[src/rtl/match_ctrl_array.sv]
`default_nettype none
// ============================================================================
//  Module   : match_ctrl_array
//  Purpose  : Multi-channel match/halt controller. Each channel runs an
//             IDLE/ARM/MATCH/HALT FSM that debounces match_flag for HOLD
//             sampled cycles, honours a per-channel or global halt (halt
//             beats match in every state) and counts MATCH cycles in a
//             saturating counter.
//  Revision : 1.0  initial multi-channel release
// ----------------------------------------------------------------------------
//  Ports
//    clk           in   rising-edge clock
//    reset         in   asynchronous active-low reset, synchronous release
//    match_flag    in   [CHANNELS]        per-channel match request
//    halt_flag     in   [CHANNELS]        per-channel halt request
//    global_halt   in   1                 halt applied to all channels
//    count_clr     in   1                 synchronous clear of all counters
//    state         out  [2*CHANNELS]      channel i at [2i+1:2i]
//                                         (IDLE=00 MATCH=01 HALT=10 ARM=11)
//    enable_count  out  [CHANNELS]        channel i is in MATCH
//    count         out  [CNT_W*CHANNELS]  channel i at [CNT_W*i +: CNT_W]
//    any_match     out  1                 some channel is in MATCH
//    all_halted    out  1                 every channel is in HALT
//    sat_flag      out  [CHANNELS]        sticky "counter reached max"
//                                         (only with MATCH_CTRL_SAT_FLAG_EN)
//  Build option
//    MATCH_CTRL_SAT_FLAG_EN : adds the sat_flag output and its logic.
// ============================================================================
module match_ctrl_array #(
    parameter int CHANNELS = 4,
    parameter int CNT_W    = 8,
    parameter int HOLD     = 2
) (
    input  logic                      clk,
    input  logic                      reset,
    input  logic [CHANNELS-1:0]       match_flag,
    input  logic [CHANNELS-1:0]       halt_flag,
    input  logic                      global_halt,
    input  logic                      count_clr,
    output logic [2*CHANNELS-1:0]     state,
    output logic [CHANNELS-1:0]       enable_count,
    output logic [CNT_W*CHANNELS-1:0] count,
    output logic                      any_match,
`ifdef MATCH_CTRL_SAT_FLAG_EN
    output logic [CHANNELS-1:0]       sat_flag,
`endif
    output logic                      all_halted
);

    localparam logic [1:0] c_idle  = 2'b00;
    localparam logic [1:0] c_match = 2'b01;
    localparam logic [1:0] c_halt  = 2'b10;
    localparam logic [1:0] c_arm   = 2'b11;

    localparam int c_hcnt_w = $clog2(HOLD + 1);
    localparam logic [c_hcnt_w-1:0] c_hcnt_one  = c_hcnt_w'(1);
    localparam logic [c_hcnt_w-1:0] c_hold_last = c_hcnt_w'(HOLD - 1);

    localparam logic [CNT_W-1:0] c_cnt_one = CNT_W'(1);
    localparam logic [CNT_W-1:0] c_cnt_max = {CNT_W{1'b1}};

    logic [CHANNELS-1:0] w_halted_vec;

    for (genvar i = 0; i < CHANNELS; i++) begin : g_chan
        logic [1:0]          r_state;
        logic [1:0]          w_state_next;
        logic [c_hcnt_w-1:0] r_hcnt;
        logic [c_hcnt_w-1:0] w_hcnt_next;
        logic [CNT_W-1:0]    r_count;
        logic                w_halt;
        logic                w_match;
        logic                w_en;
        logic                w_halted;

        assign w_halt  = halt_flag[i] | global_halt;
        assign w_match = match_flag[i];

        // State register
        always_ff @(posedge clk or negedge reset) begin
            if (!reset) begin
                r_state <= c_idle;
                r_hcnt  <= '0;
            end else begin
                r_state <= w_state_next;
                r_hcnt  <= w_hcnt_next;
            end
        end

        // Next-state logic. The hold counter only carries meaning while in
        // ARM, so every path that does not stay in or enter ARM clears it.
        always_comb begin
            w_state_next = r_state;
            w_hcnt_next  = '0;
            case (r_state)
                c_idle: begin
                    if (w_halt) begin
                        w_state_next = c_halt;
                    end else if (w_match) begin
                        if (HOLD == 1) begin
                            w_state_next = c_match;
                        end else begin
                            w_state_next = c_arm;
                            w_hcnt_next  = c_hcnt_one;
                        end
                    end
                end
                c_arm: begin
                    if (w_halt) begin
                        w_state_next = c_halt;
                    end else if (!w_match) begin
                        w_state_next = c_idle;
                    end else if (r_hcnt == c_hold_last) begin
                        w_state_next = c_match;
                    end else begin
                        w_hcnt_next = r_hcnt + c_hcnt_one;
                    end
                end
                c_match: begin
                    if (w_halt) begin
                        w_state_next = c_halt;
                    end else if (!w_match) begin
                        w_state_next = c_idle;
                    end
                end
                c_halt: begin
                    // Leaving HALT always passes through IDLE so a match
                    // must re-qualify for the full HOLD window.
                    if (!w_halt) begin
                        w_state_next = c_idle;
                    end
                end
                default: begin
                    w_state_next = c_idle;
                end
            endcase
        end

        // Output decode of the registered state
        always_comb begin
            w_en     = (r_state == c_match);
            w_halted = (r_state == c_halt);
        end

        // Saturating MATCH-cycle counter; clear wins over increment
        always_ff @(posedge clk or negedge reset) begin
            if (!reset) begin
                r_count <= '0;
            end else if (count_clr) begin
                r_count <= '0;
            end else if (w_en && (r_count != c_cnt_max)) begin
                r_count <= r_count + c_cnt_one;
            end
        end

`ifdef MATCH_CTRL_SAT_FLAG_EN
        logic r_sat;

        // Set on the increment that lands on the maximum; sticky until clear
        always_ff @(posedge clk or negedge reset) begin
            if (!reset) begin
                r_sat <= 1'b0;
            end else if (count_clr) begin
                r_sat <= 1'b0;
            end else if (w_en && (r_count == (c_cnt_max - c_cnt_one))) begin
                r_sat <= 1'b1;
            end
        end

        assign sat_flag[i] = r_sat;
`endif

        assign state[2*i +: 2]         = r_state;
        assign count[CNT_W*i +: CNT_W] = r_count;
        assign enable_count[i]         = w_en;
        assign w_halted_vec[i]         = w_halted;
    end

    assign any_match  = |enable_count;
    assign all_halted = &w_halted_vec;

endmodule
`default_nettype wire

[config.mk]
export PLATFORM = sky130hd
export DESIGN_NAME = match_ctrl_array
export DESIGN_NICKNAME = d
export VERILOG_FILES = /design/src/rtl/match_ctrl_array.sv
export SDC_FILE = /design/constraint.sdc
export NUM_CORES = 1
export LEC_CHECK = 0
export CAP_MARGIN = 15
export CORE_ASPECT_RATIO = 1.5
export CORE_MARGIN = 2
export CORE_UTILIZATION = 51
export DETAILED_ROUTE_END_ITERATION = 16
export PLACE_DENSITY = 0.8
export SYNTH_ARGS = -nofsm -noshare
export SYNTH_HDL_FRONTEND = slang
export SYNTH_SLANG_ARGS = --single-unit
[constraint.sdc]
create_clock -name clk -period 2.2 [get_ports clk]
set_clock_uncertainty 0.1 [all_clocks]
set_input_delay 0.22 -clock clk [delete_from_list [all_inputs] [get_ports clk]]
set_output_delay 0.22 -clock clk [all_outputs]
set_load 0.005 [all_outputs]
==> results of run 1 <==
## routing by layer
layer	vias up	routed length, um
met3	9	175
met2	41	3530
met1	1217	2640
li1	1199	-
met5	-	0
met4	0	91
## synth_stat cells, drive strengths merged, types with 5 or more instances
| cell | number |
|---|---|
| nor3 | 6 |
| nand3 | 10 |
| and3 | 8 |
| and4 | 10 |
| xor2 | 7 |
| o21ai | 15 |
| inv | 13 |
| a311oi | 5 |
| mux2i | 10 |
| nand2 | 15 |
| nor2 | 40 |
| ha | 20 |
| nor2b | 12 |
| dfrtp | 48 |
| o211ai | 8 |
| a21oi | 14 |
## worst max-delay path, stage by stage, from the launching register on
cell             delay, ns
dfrtp_1               0.39
buf_4                 0.16
inv_2                 0.07
ha_2                  0.18
and4_1                0.20
clkdlybuf4s50_1       0.50
## cell type report
type | instances | area share, %
inverter | 13 | 1.35
timing repair buffer | 72 | 19.0
multi-input combinational | 221 | 41.5
tap | 70 | 2.42
clock inverter | 3 | 0.657
sequential | 48 | 33.2
clock buffer | 5 | 1.90
## state kept, by name, indices dropped and copies added, names as in the netlist
name            count
g_chan.r_state      8
g_chan.r_hcnt       8
g_chan.r_count     32
## path summary, 6_finish.rpt
| path | startpoint | endpoint | cells past startpoint |
|---|---|---|---|
| hold / removal | reset | g_chan[2].r_count[7] | 2 |
| hold reg to reg | g_chan[2].r_hcnt[1] | g_chan[2].r_hcnt[1] | 1 |
| setup / recovery | g_chan[0].r_state[0] | all_halted | 5 |
| setup reg to reg | g_chan[1].r_state[1] | g_chan[1].r_count[5] | 7 |
| max in group asynchronous | reset | g_chan[1].r_hcnt[0] | 3 |
| min in group clk | g_chan[2].r_hcnt[1] | g_chan[2].r_hcnt[1] | 1 |
## timing repair
item / in CTS / in global routing
hold buffers: 1 / 0
buffers inserted: 1 / 0
resized for setup: 2 / 5
endpoints found under the hold margin: 23 / 0
setup endpoints to repair: 1 / 2
## report_power, final
group	internal [uW]	total (uW)	switching, uW	leakage, uW
combinational	665	1260	600	0.000897
clock	225	534	308	0.0000404
sequential	982	1060	75.5	0.000657
total	1870	2860	984	0.00159
## kinds of logic (layout without fill, tap and decap cells)
family / after synthesis / after routing
xor+xnor: 9 / 9
compound gates: 69 / 69
buf+inv: 20 / 93
fa+ha+maj: 20 / 20
flops: 48 / 48
simple gates: 113 / 113
mux: 10 / 10
## through the flow
step                total power [uW]  cells  area [um^2]
floorplan                       1740    289         2790
global placement                2300    422         3510
detailed placement              2320    422         3510
CTS                             2880    432         3620
global route                    3060    432         3620
finish                          2860    432         3620
==> results.md, run 1 <==
- Post-synthesis mux area share: 3.59%
- Primary FF master, synth: dfrtp_1
- Layout area overhead: 29.7%
- Syn_nets: 321
- Avg Inst Size Synth: 9.65 um^2
- Peak fanout along the critical path: 5
- Die X: 64.4 um
- Hold Path Class: input port to async pin
- WL/cell: 14.9 um
- First-pass GRT wire length: 10700 um
- PwrDens: 789 nW/um^2
- Number of global-route vias before repair: 2414
- CTS tree: yes
- Finished Core Util: 67.4%
- H-tree depth: 2
- GRT Max-Usage Layer: met2
- Nets@finish: 393
- # fillers: 444
- Routed Wire Length: 6440 um
- Fin Setup TNS: 0 ns
- Antenna violations before repair: 0
- R2R setup slack: 0.43 ns
- Pins Over Slew Limit: 0
- Clock slew at the register clock pins of the worst setup and hold paths: 0.10 ns
- Clk root buf: clkbuf_8
- Simple-Gate Fraction of Synth Area: 21.1%
- Mapped cell area: 2790 um^2
- Die Span Y: 94.6 um
- Via-per-instance ratio: 5.71
- CP Launch Type: flop
- XOR/XNOR Fraction of Synth Area: 2.83%
- Pin count of the biggest net entering global routing: 33
- Worst Max-Slew Pin Slew: 0.542 ns
- Synth Area in Compound Gates: 17.2%
- Status: completed
- YS warnings: 0
- Number of flops mapped to enable cells by yosys: 0
- Fmax: 475 MHz
- Clk Latency, worst-skew pair: 0.31 ns
- Num ports: 58
- CTS Buffer Depth: 2
- Register area: 1200 um^2
- Remaining Overflow, GRT: 0
- Die area: 6090 um^2
- Ys async rst share: 100%
- Leading post-synthesis cells by cell area: dfrtp_1 (43%), ha_1 (9.0%), nor2_1 (5.4%), mux2i_1 (3.6%), and4_1 (2.8%)
- Gr usage total: 22.3%
- Post-Synth Adder-Cell Area: 8.97%
- Seq cells post-synth: 48
- Area leader, netlist: dfrtp_1
- Met3 Usage GRT: 3.46%
- Port Buffer Count: 57
- Fin. Hold Viols: 0
- Most frequent cells in the layout: clkdlybuf4s50_1 (55), dfrtp_1 (48), nor2_1 (40)
- Placer Congestion: 0.880
- Global-route met1 utilization: 26.1%
- Row cnt: 33
- HPWL Detailed: 4790 um
- Netlist cell types: 45
- Clock Sinks: 48
- Mapped Cells: 289
- Initial Util: 52.0%
- Most common cell after layout, fill and taps aside: clkdlybuf4s50_1
- DR iter-0 viols: 107
- Worst IR Drop VDD: 0.000556 V
- Placeable Area: 5370 um^2
- Drt first pass iters: 4
- Area of the multi-input gates: 1500 um^2
- CP Capture Type: primary output
- Fin crit share: 95.6%
- Leak pwr: 0.00159 uW
- Min Tclk post-route: 2.10 ns
- Worst endpoint required time: 1.88 ns
- Antenna viol nets, final: 0
- Sequential share of the synthesized area: 43.1%
- PnR worst setup slack: 0.0960 ns
- Data arrival time of the critical path: 1.78 ns
- Top-area cell type share of the netlist area: 43.1%
- Total CTS buffers: 5
- Largest family of logic cells by synthesized area: simple AND/OR/NAND/NOR gates
- DRC: 0
- Met2 Resource Use GR: 40.7%
- Setup CP Type: flop to primary output
- Vias post-DR: 2466
- Hold slack: 0.334 ns
- Diode count: 0
- Slew headroom: 63.9%
- RSZ-0062 raised after global routing: no
- Final setup fails: 0
- Post-Place Setup Slack: 0.151 ns
- Layout cells sized above 1: 9.94%
- Max cap viols: 0
No activity file was read; power rests on OpenSTA's default activity.
==> run 2: changes to the inputs <==
MAX_ROUTING_LAYER = met4   (was not set)
==> run 2 against run 1 <==
Effect of this change:
- die area did not move
- sequential share of layout area is 0.23 points lower
- non-clock buffer count unchanged
- total power grew 4.4%
- cell count stayed put
- cell area increased by 0.69%
- worst setup slack better by 0.049 ns
- utilization is 0.47 points higher
- sequential cell count unchanged
- worst hold slack better by 0.016 ns
- wire length increased by 1.1%
- fmax is 2.4% higher
- critical path type unchanged
- largest cell class unchanged
==> results.md, run 2 (synthesized netlist as in run 1, its figures left out) <==
- Routed Wire Length: 6520 um (was 6440 um)
- Total CTS buffers: 5 (unchanged)
- Remaining Overflow, GRT: 0 (unchanged)
- Overall power: 2980 uW (was 2860 uW)
- Final setup fails: 0 (unchanged)
- Clock Sinks: 48 (unchanged)
- Num ports: 58 (unchanged)
- Hold slack: 0.350 ns (was 0.334 ns)
- DRC: 0 (unchanged)
- Die X: 64.4 um (unchanged)
- Port Buffer Count: 57 (unchanged)
- Fin crit share: 93.4% (was 95.6%)
- Row cnt: 33 (unchanged)
- Most frequent cells in the layout: clkdlybuf4s50_1 (54), dfrtp_1 (48), nor2_1 (40) (was clkdlybuf4s50_1 (55), dfrtp_1 (48), nor2_1 (40))
- Clk root buf: clkbuf_8 (unchanged)
- Data arrival time of the critical path: 1.74 ns (was 1.78 ns)
- Biggest register: g_chan.r_count (unchanged)
- Clock slew at the register clock pins of the worst setup and hold paths: 0.09 ns (was 0.10 ns)
- Placer Congestion: 0.866 (was 0.880)
- Fin. Hold Viols: 0 (unchanged)
- Cell area after layout: 3640 um^2 (was 3620 um^2)
- Peak fanout along the critical path: 2 (was 5)
- Nets@finish: 393 (unchanged)
- Slew headroom: 60.9% (was 63.9%)
- Fmax: 487 MHz (was 475 MHz)
- Number of global-route vias before repair: 2425 (was 2414)
- Placeable Area: 5370 um^2 (unchanged)
- CP Capture Type: primary output (unchanged)
- Clk Latency, worst-skew pair: 0.31 ns (about the same)
- Via-per-instance ratio: 5.77 (was 5.71)
- PwrDens: 818 nW/um^2 (was 789 nW/um^2)
- CTS tree: yes (unchanged)
- Drt first pass iters: 4 (unchanged)
- WL/cell: 15.1 um (was 14.9 um)
- Antenna viol nets, final: 0 (unchanged)
- Max cap viols: 0 (unchanged)
- CTS Buffer Depth: 2 (unchanged)
- Gr usage total: 23.3% (was 22.3%)
- # fillers: 443 (was 444)
- DR iter-0 viols: 108 (was 107)
- Pin count of the biggest net entering global routing: 33 (unchanged)
- Fin Setup TNS: 0 ns (unchanged)
- Top Registers: g_chan.r_count: 32 flops, g_chan.r_hcnt: 8 flops, g_chan.r_state: 8 flops (unchanged)
- CP Launch Type: flop (unchanged)
- Worst endpoint required time: 1.88 ns (about the same)
- Leak pwr: 0.00163 uW (was 0.00159 uW)
- RSZ-0062 raised after global routing: no (unchanged)
- Min Tclk post-route: 2.06 ns (was 2.10 ns)
- Initial Util: 52.0% (unchanged)
- Placed cell areas: 3510 um^2 (unchanged)
- Die Span Y: 94.6 um (unchanged)
- PnR worst setup slack: 0.145 ns (was 0.0960 ns)
- Diode count: 0 (unchanged)
- Setup CP Type: flop to primary output (unchanged)
- Post-Place Setup Slack: 0.137 ns (was 0.151 ns)
- Status: completed (unchanged)
- Antenna violations before repair: 0 (unchanged)
- Die area: 6090 um^2 (unchanged)
- Layout cells sized above 1: 9.94% (unchanged)
- H-tree depth: 2 (unchanged)
- Most common cell after layout, fill and taps aside: clkdlybuf4s50_1 (unchanged)
- Worst Max-Slew Pin Slew: 0.587 ns (was 0.542 ns)
- Max reg flops: 32 (unchanged)
- Worst IR Drop VDD: 0.000762 V (was 0.000556 V)
- Hold Path Class: input port to async pin (unchanged)
- Pins Over Slew Limit: 0 (unchanged)
- Layout area overhead: 30.6% (was 29.7%)
- HPWL Detailed: 4760 um (was 4790 um)
- Vias post-DR: 2493 (was 2466)
- First-pass GRT wire length: 10800 um (was 10700 um)
run 2: changes by cell type in the layout (fill, tap and decap cells not counted), sizes merged:
| cell | before | now |
|---|---|---|
| bufinv | 0 | 1 |
| clkdlybuf4s50 | 55 | 54 |
| clkinv | 1 | 0 |
| clkinvlp | 2 | 1 |
| dlymetal6s2s | 0 | 1 |
| inv | 13 | 14 |
run 2: worst paths after layout:
kind | depth (start not counted) | to | from | slack, ns
setup / recovery | 3 | any_match | g_chan[0].r_state[0] | 0.14
hold / removal | 2 | g_chan[3].r_hcnt[1] | reset | 0.35
max in group asynchronous | 3 | g_chan[1].r_count[6] | reset | 1.13
hold reg to reg | 1 | g_chan[3].r_hcnt[1] | g_chan[3].r_hcnt[1] | 0.45
min in group clk | 1 | g_chan[3].r_hcnt[1] | g_chan[3].r_hcnt[1] | 0.45
setup reg to reg | 7 | g_chan[1].r_count[5] | g_chan[1].r_state[1] | 0.43
run 2: through the flow:
stage / std cells / utilization, %
2_1_floorplan: 289 / -
3_3_place_gp: 422 / 65.4
3_5_place_dp: 422 / 65.4
6_report: 432 / 67.9
5_1_grt: 432 / 67.9
4_1_cts: 432 / 67.9
run 2: critical path, cell delays in order (launching register included):
cell	delay, ns
dfrtp_1	0.40
ha_1	0.22
or4_2	0.67
clkbuf_2	0.14
run 2: area by class of cell:
| type | count | area (um^2) | area share (%) |
|---|---|---|---|
| repair buffers | 72 | 691 | 19.0 |
| well taps | 70 | 87.6 | 2.40 |
| multi-input cells | 221 | 1500 | 41.2 |
| flip-flops and latches | 48 | 1200 | 33.0 |
| clock inverters | 3 | 46.3 | 1.27 |
| inverters | 13 | 48.8 | 1.34 |
| clock buffers | 5 | 68.8 | 1.89 |
run 2: what timing repair did:
item / in CTS / in global routing
hold buffers: 1 / 0
buffers inserted: 1 / 0
endpoints found under the hold margin: 24 / 0
cloned: 0 / 0
gates resized for setup: 2 / 6
endpoints found under the setup margin: 1 / 2
run 2: power by group:
group	switching [uW]	total [uW]	internal (uW)
logic	600	1260	664
clock network	314	656	343
registers	78.9	1060	982
run 2: metal layers:
| layer | wire length [um] | GRT usage [%] | up-vias |
|---|---|---|---|
| li1 | - | - | 1195 |
| met1 | 2620 | 26.0 | 1240 |
| met2 | 3620 | 42.0 | 54 |
| met3 | 221 | 3.58 | 4 |
| met4 | 55 | 7.98 | 0 |
| met5 | 0 | - | - |
